### src/rtl/uart_pkg.sv
// Shared types and constants for the parametrised UART: parity modes,
// FSM state encodings and the oversampling constants.
package uart_pkg;
  localparam int unsigned OVERSAMPLE = 16;
  localparam int unsigned START_MID  = 7;

  typedef enum logic [1:0] {NONE, EVEN, ODD} parity_t;

  typedef enum logic [2:0] {
    RX_IDLE, RX_START, RX_DATA, RX_PARITY, RX_STOP
  } rx_state_t;

  typedef enum logic [2:0] {
    TX_IDLE, TX_START, TX_DATA, TX_PARITY, TX_STOP
  } tx_state_t;

  // 2'b11 is treated as "no parity", same as 2'b00.
  function automatic parity_t decode_parity(input logic [1:0] mode);
    case (mode)
      2'b01:   return EVEN;
      2'b10:   return ODD;
      default: return NONE;
    endcase
  endfunction
endpackage

### src/rtl/uart_fifo.sv
// First-word-fall-through FIFO with registered full/empty flags.
// r_data reads as zero while the FIFO is empty.
module uart_fifo #(
  parameter int unsigned DATA_WIDTH = 8,
  parameter int unsigned ADDR_WIDTH = 4
) (
  input  logic                  clk,
  input  logic                  reset_n,
  input  logic                  rd,
  input  logic                  wr,
  input  logic [DATA_WIDTH-1:0] w_data,
  output logic [DATA_WIDTH-1:0] r_data,
  output logic                  empty,
  output logic                  full
);
  localparam int unsigned DEPTH = 2 ** ADDR_WIDTH;
  localparam int unsigned CW    = ADDR_WIDTH + 1;

  logic [DATA_WIDTH-1:0] mem [DEPTH];
  logic [ADDR_WIDTH-1:0] wptr_q, wptr_d, rptr_q, rptr_d;
  logic [CW-1:0]         cnt_q, cnt_d;
  logic                  empty_q, empty_d, full_q, full_d;
  logic                  wr_en, rd_en;

  always_comb begin
    rd_en  = rd && !empty_q;
    // A write to a full FIFO is accepted only when a read frees the slot.
    wr_en  = wr && (!full_q || rd);
    wptr_d = wr_en ? wptr_q + ADDR_WIDTH'(1) : wptr_q;
    rptr_d = rd_en ? rptr_q + ADDR_WIDTH'(1) : rptr_q;
    cnt_d  = cnt_q;
    case ({wr_en, rd_en})
      2'b10:   cnt_d = cnt_q + CW'(1);
      2'b01:   cnt_d = cnt_q - CW'(1);
      default: cnt_d = cnt_q;
    endcase
    empty_d = (cnt_d == '0);
    full_d  = cnt_d[CW-1];
  end

  always_ff @(posedge clk or negedge reset_n) begin
    if (!reset_n) begin
      wptr_q  <= '0;
      rptr_q  <= '0;
      cnt_q   <= '0;
      empty_q <= 1'b1;
      full_q  <= 1'b0;
    end else begin
      wptr_q  <= wptr_d;
      rptr_q  <= rptr_d;
      cnt_q   <= cnt_d;
      empty_q <= empty_d;
      full_q  <= full_d;
    end
  end

  always_ff @(posedge clk) begin
    if (wr_en) mem[wptr_q] <= w_data;
  end

  assign r_data = empty_q ? '0 : mem[rptr_q];
  assign empty  = empty_q;
  assign full   = full_q;
endmodule

### src/rtl/uart_param.sv
// Full-duplex UART with runtime baud divisor, parity, 1/2 stop bits,
// FIFO status per direction and sticky receive error flags.
module uart_param
  import uart_pkg::*;
#(
  parameter int unsigned DBIT   = 8,
  parameter int unsigned FIFO_W = 4,
  parameter int unsigned DIV_W  = 16
) (
  input  logic             clk,
  input  logic             reset_n,
  input  logic [DIV_W-1:0] divisor,
  input  logic [1:0]       parity_mode,
  input  logic             two_stop,
  input  logic             rx,
  output logic             tx,
  input  logic             rd_uart,
  input  logic             wr_uart,
  input  logic [DBIT-1:0]  w_data,
  output logic [DBIT-1:0]  r_data,
  output logic             rx_empty,
  output logic             rx_full,
  output logic             tx_empty,
  output logic             tx_full,
  output logic             parity_err,
  output logic             frame_err,
  output logic             overrun_err,
  input  logic             clr_err
);
  localparam int unsigned NW = $clog2(DBIT);
  localparam logic [NW-1:0] N_LAST   = NW'(DBIT - 1);
  localparam logic [3:0]    RS_MID   = 4'(START_MID);
  localparam logic [3:0]    RS_LAST  = 4'(OVERSAMPLE - 1);
  localparam logic [4:0]    TS_LAST  = 5'(OVERSAMPLE - 1);
  localparam logic [4:0]    TS_LAST2 = 5'(2 * OVERSAMPLE - 1);

  logic [DIV_W-1:0] tick_cnt_q, tick_cnt_d;
  logic             tick;
  logic [2:0]       rx_sync_q, rx_sync_d;
  logic             rx_bit, rx_fall;

  rx_state_t        rx_state_q, rx_state_d;
  logic [3:0]       rx_s_q, rx_s_d;
  logic [NW-1:0]    rx_n_q, rx_n_d;
  logic [DBIT-1:0]  rx_sreg_q, rx_sreg_d;
  parity_t          rx_par_q, rx_par_d;
  logic             rx_perr_q, rx_perr_d, rx_push, rx_wr;
  logic             perr_q, perr_d, ferr_q, ferr_d, ovr_q, ovr_d;

  tx_state_t        tx_state_q, tx_state_d;
  logic [4:0]       tx_s_q, tx_s_d;
  logic [NW-1:0]    tx_n_q, tx_n_d;
  logic [DBIT-1:0]  tx_sreg_q, tx_sreg_d, tx_head;
  logic             tx_pbit_q, tx_pbit_d, tx_par_en_q, tx_par_en_d;
  logic             tx_two_q, tx_two_d, tx_q, tx_d, tx_load;

  // Tick generator; >= lets a shrinking divisor take effect at the next compare.
  always_comb begin
    tick       = (tick_cnt_q >= divisor);
    tick_cnt_d = tick ? '0 : tick_cnt_q + DIV_W'(1);
    rx_sync_d  = {rx_sync_q[1:0], rx};
  end

  assign rx_bit  = rx_sync_q[1];
  assign rx_fall = rx_sync_q[2] && !rx_sync_q[1];

  always_comb begin
    rx_state_d = rx_state_q;
    rx_s_d     = rx_s_q;
    rx_n_d     = rx_n_q;
    rx_sreg_d  = rx_sreg_q;
    rx_par_d   = rx_par_q;
    rx_perr_d  = rx_perr_q;
    rx_push    = 1'b0;
    case (rx_state_q)
      RX_IDLE: if (rx_fall) begin
        rx_state_d = RX_START;
        rx_s_d     = '0;
        rx_par_d   = decode_parity(parity_mode);
        rx_perr_d  = 1'b0;
      end
      RX_START: if (tick) begin
        if (rx_s_q == RS_MID) begin
          rx_state_d = rx_bit ? RX_IDLE : RX_DATA;
          rx_s_d     = '0;
          rx_n_d     = '0;
        end else rx_s_d = rx_s_q + 4'd1;
      end
      RX_DATA: if (tick) begin
        if (rx_s_q == RS_LAST) begin
          rx_s_d    = '0;
          rx_sreg_d = {rx_bit, rx_sreg_q[DBIT-1:1]};
          if (rx_n_q == N_LAST) rx_state_d = (rx_par_q == NONE) ? RX_STOP : RX_PARITY;
          else rx_n_d = rx_n_q + NW'(1);
        end else rx_s_d = rx_s_q + 4'd1;
      end
      RX_PARITY: if (tick) begin
        if (rx_s_q == RS_LAST) begin
          rx_s_d     = '0;
          rx_perr_d  = rx_bit != (^rx_sreg_q ^ (rx_par_q == ODD));
          rx_state_d = RX_STOP;
        end else rx_s_d = rx_s_q + 4'd1;
      end
      RX_STOP: if (tick) begin
        if (rx_s_q == RS_LAST) begin
          rx_push    = 1'b1;
          rx_state_d = RX_IDLE;
        end else rx_s_d = rx_s_q + 4'd1;
      end
      default: rx_state_d = RX_IDLE;
    endcase
    rx_wr  = rx_push && !rx_full;
    perr_d = (rx_push && rx_perr_q) || (perr_q && !clr_err);
    ferr_d = (rx_push && !rx_bit) || (ferr_q && !clr_err);
    ovr_d  = (rx_push && rx_full) || (ovr_q && !clr_err);
  end

  always_comb begin
    tx_state_d  = tx_state_q;
    tx_s_d      = tx_s_q;
    tx_n_d      = tx_n_q;
    tx_sreg_d   = tx_sreg_q;
    tx_pbit_d   = tx_pbit_q;
    tx_par_en_d = tx_par_en_q;
    tx_two_d    = tx_two_q;
    tx_load     = 1'b0;
    case (tx_state_q)
      TX_IDLE: tx_load = tick && !tx_empty;
      TX_START: if (tick) begin
        if (tx_s_q == TS_LAST) begin
          tx_s_d     = '0;
          tx_n_d     = '0;
          tx_state_d = TX_DATA;
        end else tx_s_d = tx_s_q + 5'd1;
      end
      TX_DATA: if (tick) begin
        if (tx_s_q == TS_LAST) begin
          tx_s_d    = '0;
          tx_sreg_d = {1'b0, tx_sreg_q[DBIT-1:1]};
          if (tx_n_q == N_LAST) tx_state_d = tx_par_en_q ? TX_PARITY : TX_STOP;
          else tx_n_d = tx_n_q + NW'(1);
        end else tx_s_d = tx_s_q + 5'd1;
      end
      TX_PARITY: if (tick) begin
        if (tx_s_q == TS_LAST) begin
          tx_s_d     = '0;
          tx_state_d = TX_STOP;
        end else tx_s_d = tx_s_q + 5'd1;
      end
      TX_STOP: if (tick) begin
        if (tx_s_q == (tx_two_q ? TS_LAST2 : TS_LAST)) begin
          tx_state_d = TX_IDLE;
          tx_load    = !tx_empty;
        end else tx_s_d = tx_s_q + 5'd1;
      end
      default: tx_state_d = TX_IDLE;
    endcase
    // Loading from IDLE or straight out of STOP gives back-to-back frames.
    if (tx_load) begin
      tx_state_d  = TX_START;
      tx_s_d      = '0;
      tx_sreg_d   = tx_head;
      tx_par_en_d = (decode_parity(parity_mode) != NONE);
      tx_pbit_d   = ^tx_head ^ (decode_parity(parity_mode) == ODD);
      tx_two_d    = two_stop;
    end
    case (tx_state_d)
      TX_START:  tx_d = 1'b0;
      TX_DATA:   tx_d = tx_sreg_d[0];
      TX_PARITY: tx_d = tx_pbit_d;
      default:   tx_d = 1'b1;
    endcase
  end

  always_ff @(posedge clk or negedge reset_n) begin
    if (!reset_n) begin
      tick_cnt_q  <= '0;
      rx_sync_q   <= '1;
      rx_state_q  <= RX_IDLE;
      rx_s_q      <= '0;
      rx_n_q      <= '0;
      rx_sreg_q   <= '0;
      rx_par_q    <= NONE;
      rx_perr_q   <= 1'b0;
      perr_q      <= 1'b0;
      ferr_q      <= 1'b0;
      ovr_q       <= 1'b0;
      tx_state_q  <= TX_IDLE;
      tx_s_q      <= '0;
      tx_n_q      <= '0;
      tx_sreg_q   <= '0;
      tx_pbit_q   <= 1'b0;
      tx_par_en_q <= 1'b0;
      tx_two_q    <= 1'b0;
      tx_q        <= 1'b1;
    end else begin
      tick_cnt_q  <= tick_cnt_d;
      rx_sync_q   <= rx_sync_d;
      rx_state_q  <= rx_state_d;
      rx_s_q      <= rx_s_d;
      rx_n_q      <= rx_n_d;
      rx_sreg_q   <= rx_sreg_d;
      rx_par_q    <= rx_par_d;
      rx_perr_q   <= rx_perr_d;
      perr_q      <= perr_d;
      ferr_q      <= ferr_d;
      ovr_q       <= ovr_d;
      tx_state_q  <= tx_state_d;
      tx_s_q      <= tx_s_d;
      tx_n_q      <= tx_n_d;
      tx_sreg_q   <= tx_sreg_d;
      tx_pbit_q   <= tx_pbit_d;
      tx_par_en_q <= tx_par_en_d;
      tx_two_q    <= tx_two_d;
      tx_q        <= tx_d;
    end
  end

  uart_fifo #(.DATA_WIDTH(DBIT), .ADDR_WIDTH(FIFO_W)) u_rx_fifo (
    .clk    (clk),
    .reset_n(reset_n),
    .rd     (rd_uart),
    .wr     (rx_wr),
    .w_data (rx_sreg_q),
    .r_data (r_data),
    .empty  (rx_empty),
    .full   (rx_full)
  );

  uart_fifo #(.DATA_WIDTH(DBIT), .ADDR_WIDTH(FIFO_W)) u_tx_fifo (
    .clk    (clk),
    .reset_n(reset_n),
    .rd     (tx_load),
    .wr     (wr_uart),
    .w_data (w_data),
    .r_data (tx_head),
    .empty  (tx_empty),
    .full   (tx_full)
  );

  assign tx          = tx_q;
  assign parity_err  = perr_q;
  assign frame_err   = ferr_q;
  assign overrun_err = ovr_q;
endmodule

### config.mk
export PLATFORM = sky130hd
export DESIGN_NAME = uart_param
export DESIGN_NICKNAME = d
export VERILOG_FILES = /design/src/rtl/uart_pkg.sv /design/src/rtl/uart_fifo.sv /design/src/rtl/uart_param.sv
export SDC_FILE = /design/constraint.sdc
export NUM_CORES = 1
export LEC_CHECK = 0
export CAP_MARGIN = 0
export CORE_AREA = 4 4 203 205
export CTS_CLUSTER_SIZE = 12
export DETAILED_ROUTE_END_ITERATION = 16
export DIE_AREA = 0 0 207 209
export SLEW_MARGIN = 20
export SYNTH_ARGS = -nofsm -noshare
export SYNTH_HDL_FRONTEND = slang
export SYNTH_HIERARCHICAL = 1
export SYNTH_SLANG_ARGS = --single-unit
### constraint.sdc
create_clock -name clk -period 4.5 [get_ports clk]
set_clock_uncertainty 0.15 [all_clocks]
set_input_delay 0.9 -clock clk [delete_from_list [all_inputs] [get_ports clk]]
set_output_delay 0.9 -clock clk [all_outputs]
set_load 0.02 [all_outputs]
Word level (Yosys, flattened, before mapping)
Memory sizes are Yosys's and may differ from the RTL's.
Index checks and enable logic that the tools add are counted.

storage, ports and cells
  register bits = 96
  bits in writable memories = 256
  input bits = 33
  output and inout bits = 16
  word-level logic and storage cells = 225
  memories kept = 2

memories
  name           words  width  rd ports  clocked after Yosys merged registers in  write ports  line             source
  u_rx_fifo.mem  16     8      1         0                                        1            uart_fifo.sv:19  logic [DATA_WIDTH-1:0] mem [DEPTH];
  u_tx_fifo.mem  16     8      1         0                                        1            uart_fifo.sv:19

cells by class
  add/sub/neg operators = 13
  magnitude comparators = 1
  equal/unequal tests = 47
  muxes and demuxes = 79
  bitwise logic cells = 2
  reduce and logical (&&, ||, !) cells = 51

operators by type and width
  cell                     count
  $mux W3                  32
  $mux W8                  6
  $ne A2 B2 Y1 const B     17
  $mux W5                  6
  $pmux W3 S5              2
  $pmux W5 S2              3
  $mux W4                  7
  $add A4 B1 Y4 const B    5
  $eq A3 B2 Y1 const B     6
  $reduce_and A6 Y1        3
  $add A16 B1 Y16 const B  1
  $ge A16 B16 Y1           1
  $mux W16                 1
  $pmux W4 S4              1
  $reduce_xor A8 Y1        2
  $add A5 B1 Y5 const B    3
  $reduce_bool A2 Y1       7
  $logic_and A1 B1 Y1      13
  $mux W1                  13
  $eq A3 B3 Y1 const B     4
  $pmux W3 S2              2
  $eq A2 B2 Y1 const B     5
  $logic_not A5 Y1         2
  $reduce_and A10 Y1       1
  28 further kinds         50

Logic depth before layout (Yosys ltp)
  word-level depth = 10
  gate-level depth with buffers = 19
  mapped depth without buffers = 16

Modules after synthesis
The synthesis kept the hierarchy.

by module, submodules not included
  module      times used  cells an instance  area an instance (um2)
  uart_fifo   2           296                5863.1
  uart_param  1           403                3823.7

Least setup slack after synthesis
OpenSTA, ideal clock, no wires.

  path kind = input-to-reg
  from = input divisor[13]
  to = register u_tx_fifo.empty_q, in the netlist u_tx_fifo/empty
  data arrival time = 4721 ps
  slack = -461 ps
  cell stages on the path = 19
  cell sequence = inv_1 -> ha_1 -> nand4_2 -> nor4_1 -> o31ai_1 -> o211ai_2 -> and2_0 -> clkbuf_1 -> buf_2 -> buf_2 -> o21a_1 -> clkbuf_1 -> inv_1 -> ha_1 -> or4b_2 -> mux2i_1 -> a31oi_1 -> a2111o_1 -> a311oi_2

on the way
  cells in the longest elaborated chain, start to end = 8
  elaborated cells between the ends (all ways) = 11
  those cells by class = 1 x order compare; 2 x eq/ne; 3 x mux; 5 x reduce/logical

ends and longest elaborated chain
  item                                                   line                                  source
  start: declaration                                     uart_param.sv:12                      input logic [DIV_W-1:0] divisor,
  $ge A16 B16 Y1 *                                       uart_param.sv:59                      tick = (tick_cnt_q >= divisor);
  $mux W1 / $logic_and A1 B1 Y1 (equally long branches)  uart_param.sv:150, uart_param.sv:128
  $pmux W1 S2 *                                          uart_param.sv:127                     case (tx_state_q)
  via tx_load                                            uart_param.sv:55                      logic tx_two_q, tx_two_d, tx_q, tx_d, tx_load;
  $logic_or A1 B1 Y1                                     uart_fifo.sv:28                       wr_en = wr && (!full_q || rd);
  $logic_and A1 B1 Y1                                    uart_fifo.sv:28
  $eq A2 B1 Y1 / $eq A2 B2 Y1 (equally long branches)    uart_fifo.sv:32                       case ({wr_en, rd_en})
  $pmux W5 S2 *                                          uart_fifo.sv:32
  $logic_not A5 Y1 *                                     uart_fifo.sv:37                       empty_d = (cnt_d == '0);
  via u_tx_fifo.empty_d                                  uart_fifo.sv:22                       logic empty_q, empty_d, full_q, full_d;
  end signal: assignment                                 uart_fifo.sv:52                       empty_q <= empty_d;
  end: declaration                                       uart_fifo.sv:22

The timed path passes the listed nets; every way through them passes the cells marked *.
A chain may end at the register's enable or synchronous reset.

Worst setup path in the final report
  from = input divisor[12]
  to = register u_tx_fifo.empty_q, in the netlist u_tx_fifo/empty

on the way
  cells in the longest elaborated chain, start to end = 8
  elaborated cells between the ends (all ways) = 11
  those cells by class = 1 x order compare; 2 x eq/ne; 3 x mux; 5 x reduce/logical

ends and longest elaborated chain
  item                                                   line
  $ge A16 B16 Y1 *                                       uart_param.sv:59
  $mux W1 / $logic_and A1 B1 Y1 (equally long branches)  uart_param.sv:150, uart_param.sv:128
  $pmux W1 S2 *                                          uart_param.sv:127
  $logic_or A1 B1 Y1                                     uart_fifo.sv:28
  $logic_and A1 B1 Y1                                    uart_fifo.sv:28
  $eq A2 B1 Y1 / $eq A2 B2 Y1 (equally long branches)    uart_fifo.sv:32
  $pmux W5 S2 *                                          uart_fifo.sv:32
  $logic_not A5 Y1 *                                     uart_fifo.sv:37
  via u_tx_fifo.empty_d                                  uart_fifo.sv:22

Marks and branches as above.

==> metrics.md <==
| Metric | Value |
|---|---|
| Status | finished, final reports clean |
| Syn. warnings | 6 |
| Gr ovfl total | 0 |
| Worst-path clk slew | around 0.06 ns |
| Synth top area share | between 40% and 50% |
| First-pass GRT wire length | 48720 um |
| Worst-Margin Slew | ~0.91 ns |
| Rows | 73 |
| Nets | about 1200 |
| WP data arrival | about 4.7 ns |
| Post-layout power | 0.009127 W |
| Max cap viols | 0 |
| Final ANT Viol Nets | 0 |
| Antenna diodes | 0 |
| Tcrit/Tclk final | a little over nine tenths |
| Register share of total power | ~44% |
| Crit path cell chain | clkdlybuf4s50_1, inv_1, ha_1, nand4_4, nor4_4, o31ai_4, o211ai_4, buf_4, buf_4, and2_2, nor3b_4, xor2_1, ha_2, or4b_4, mux2i_1, a31oi_1, a2111o_1, a311oi_2 |
| Synth area leader | edfxtp_1 |
| Sink Count | 350 |
| Final Setup Violations | 0 |
| Drt wl/cell | around 18 um |
| Int Pwr | approximately 0.0066 W |
| Commonest cells after routing, fill and taps aside | 256 x edfxtp_1, 86 x dfrtp_1, 80 x mux4_2, 66 x buf_4, 59 x nor2_1 |
| Crit path kind | in2reg |
| Area contributors post-synth | edfxtp_1 49%, dfrtp_1 14%, mux4_2 12%, ha_1 3.1%, xnor2_1 1.9% |
| Clock power frac | 33.2% |
| DR iter-0 viols | approximately 470 |
| Top_reg_cell synth | edfxtp_1 |
| Die ar. | approximately 43000 um2 |
| Setup TNS | 0 ns |
| Clk buf depth | 3 |
| Comb pwr share | a little under a quarter |
| Switching share of total power | 27.94% |
| Max VDD drop | around 420 uV |
| Via count | 8601 |
| Placed Cells | 1597 |
| Min cycle time layout | between 4 and 5 ns |
| Total Routed Length | about 30000 um |
| Sw power | 0.002550 W |
| Critical Path Most Common Cell | buf_4 |
| GRT Resource Usage Total | between 10 and 15% |
| Maximum fanout along the worst path | 4 |
| Die width | ~210 um |
| Number of H-tree levels | 2 |
| Starting density of the core | 39.41% |
| Hold Fails Final Rpt | 0 |
| Number of synthesized register bits | 350 |
| IO Pins | between 40 and 50 |
| Post-Syn Nets | between 1000 and 1500 |
| Syn Inst Count | slightly below 1000 |
| Final HPWL DP | approximately 20000 um |
| Worst hold slack | ~0.21 ns |
| Slew HR | around two fifths |
| Cell area power density | 489.1 nW/um2 |
| Sequential share of the synthesized area | approximately 65% |
| Root Buffer | clkbuf_16 |
| Mapped Avg Cell Area | ~16 um2 |
| Detailed-route vias per instance | approximately 5.2 |
| Synth cell types | 70 |
| Hold Path Class | reg2reg |
| Worst setup SP type | input port |
| Synth async-reset ratio | a little over a quarter |
| Die Y | between 200 and 250 um |
| Antenna violations before repair | 0 |
| P_leak | just over 7 nW |
| Core Footprint | approximately 40000 um2 |
| Most common cell after layout, fill and taps aside | edfxtp_1 |
| Largest net degree at the start of global routing | 65 |
| Slowest cell on the critical path | clkdlybuf4s50_1 |
| TritonCTS buffer count | 39 |
| CTS tree | built |
| Fin cells | roughly 1700 |
| CP endpoint kind | flip-flop |
| Peak per-stage delay on the critical path | roughly 0.46 ns |
| Gpl congestion | 0.8162 |
| Vias in the first global route | between 8000 and 9000 |
| Drt pass-1 iters | 5 |
| Share of layout cells above drive strength 1 | between 20% and 30% |
| DRC viols | 0 |
| Max-slew violations | 0 |
| Port-buffer cells | 48 |
| Area Growth Syn to Fin | 20.00% |
| Worst Path Required | just under 5 ns |
| Synth Cell Area | approximately 16000 um2 |
| Post-synth EDFFs | 256 |
| Clk_lat worst skew | 0.55 ns |
| Max Clk Rate | ~230 MHz |
cells in the mapped netlist (7+ instances only):
library cell  instances
nor2_1               59
inv_1                47
dfrtp_1              88
o31ai_1               7
a21oi_1              24
mux2i_1               8
nor2b_1               8
xnor2_1              34
ha_1                 39
nand2_1              55
clkbuf_1             26
edfxtp_1            256
buf_2                13
mux4_2               80
nand3_1              21
xor2_1               22
o21ai_0              33
and2b_1              16
and2_1               17
nand4_1               8
mux2_2               15
nor4_1               11
power by group through the flow:
stage,combinational [W],clock (W),sequential [W]
detailed placement,0.00206,0,0.00408
global route,0.00230,0.00328,0.00407
global placement,0.00203,0,0.00408
CTS,0.00207,0.00314,0.00402
finish,0.00208,0.00303,0.00402
floorplan,0.00163,0,0.00391
cell type report:
| class | count | area [um2] |
|---|---|---|
| fill | 3438 | 20800 |
| sequential | 350 | 10050 |
| multi-input combinational | 551 | 5305 |
| timing repair buffer | 127 | 1237 |
| clock buffer | 56 | 1080 |
| tap | 525 | 656.9 |
| inverter | 47 | 183.9 |
| clock inverter | 12 | 147.6 |
final timing paths:
check,depth (start not counted),slack [ns],startpoint,endpoint
setup / recovery,18,0.14,divisor[12],u_tx_fifo/empty
hold / removal,0,0.21,rx_sync_q[0],rx_sync_q[1]
setup reg to reg,17,0.48,tick_cnt_q[0],u_tx_fifo/empty
hold reg to reg,0,0.21,rx_sync_q[0],rx_sync_q[1]
max in group asynchronous,2,3.03,reset_n,rx_sync_q[2]
min in group asynchronous,1,0.30,reset_n,u_tx_fifo/wptr_q[1]
logic make-up after synthesis:
logic type | count (synthesis) | synth area share (%)
flip-flops | 350 | 64.61
AND/OR/NAND/NOR | 242 | 8.473
AO/OA/AOI/OAI | 111 | 4.916
multiplexers | 103 | 13.19
buffers and inverters | 94 | 2.518
XOR/XNOR | 56 | 3.154
adder cells (fa/ha/maj) | 39 | 3.138
stage by stage:
stage,setup slack [ns],utilization (%),area (um2)
floorplan,-0.1991,-,15650
global placement,-0.5131,43.83,17290
detailed placement,-0.5420,43.83,17290
CTS,0.01521,46.94,18520
global route,-0.02087,47.29,18660
finish,0.1408,47.29,18660
what timing repair did:
action,4_1_cts,5_1_grt
hold buffers,0,0
setup buffers,0,3
gates resized for setup,0,17
endpoints found under the setup margin,0,3
layer usage:
metal  up-vias  global-route usage [%]  routed length [um]
met5         -                       0                   0
met4         0                   3.830                 510
met3        41                   2.747                1232
met2       137                   22.65               14560
met1      4389                   19.48               13790
li1       4034                       -                   -
sequential cells by signal (all words and copies together) (netlist names), 2 cells and up:
signal and flops:
rx_s_q 4, u_tx_fifo/rptr_q 4, u_rx_fifo/mem 128, tx_n_q 3
tx_sreg_q 8, u_tx_fifo/wptr_q 4, u_rx_fifo/wptr_q 4, tick_cnt_q 16
u_tx_fifo/cnt_q 5, rx_state_q 3, u_rx_fifo/cnt_q 5, rx_n_q 3
tx_s_q 5, rx_sreg_q 8, u_rx_fifo/rptr_q 4, u_tx_fifo/mem 128
tx_state_q 3, rx_sync_q 3, rx_par_q 2
critical path, delay by kind of cell:
family | cells | cell delay [ns]
AO/OA/AOI/OAI | 5 | 0.89
XOR/XNOR | 1 | 0.17
adder cells (fa/ha/maj) | 2 | 0.52
buffers and inverters | 4 | 0.74
multiplexers | 1 | 0.14
AND/OR/NAND/NOR | 5 | 1.30
Power figures use the tool's default switching activity.
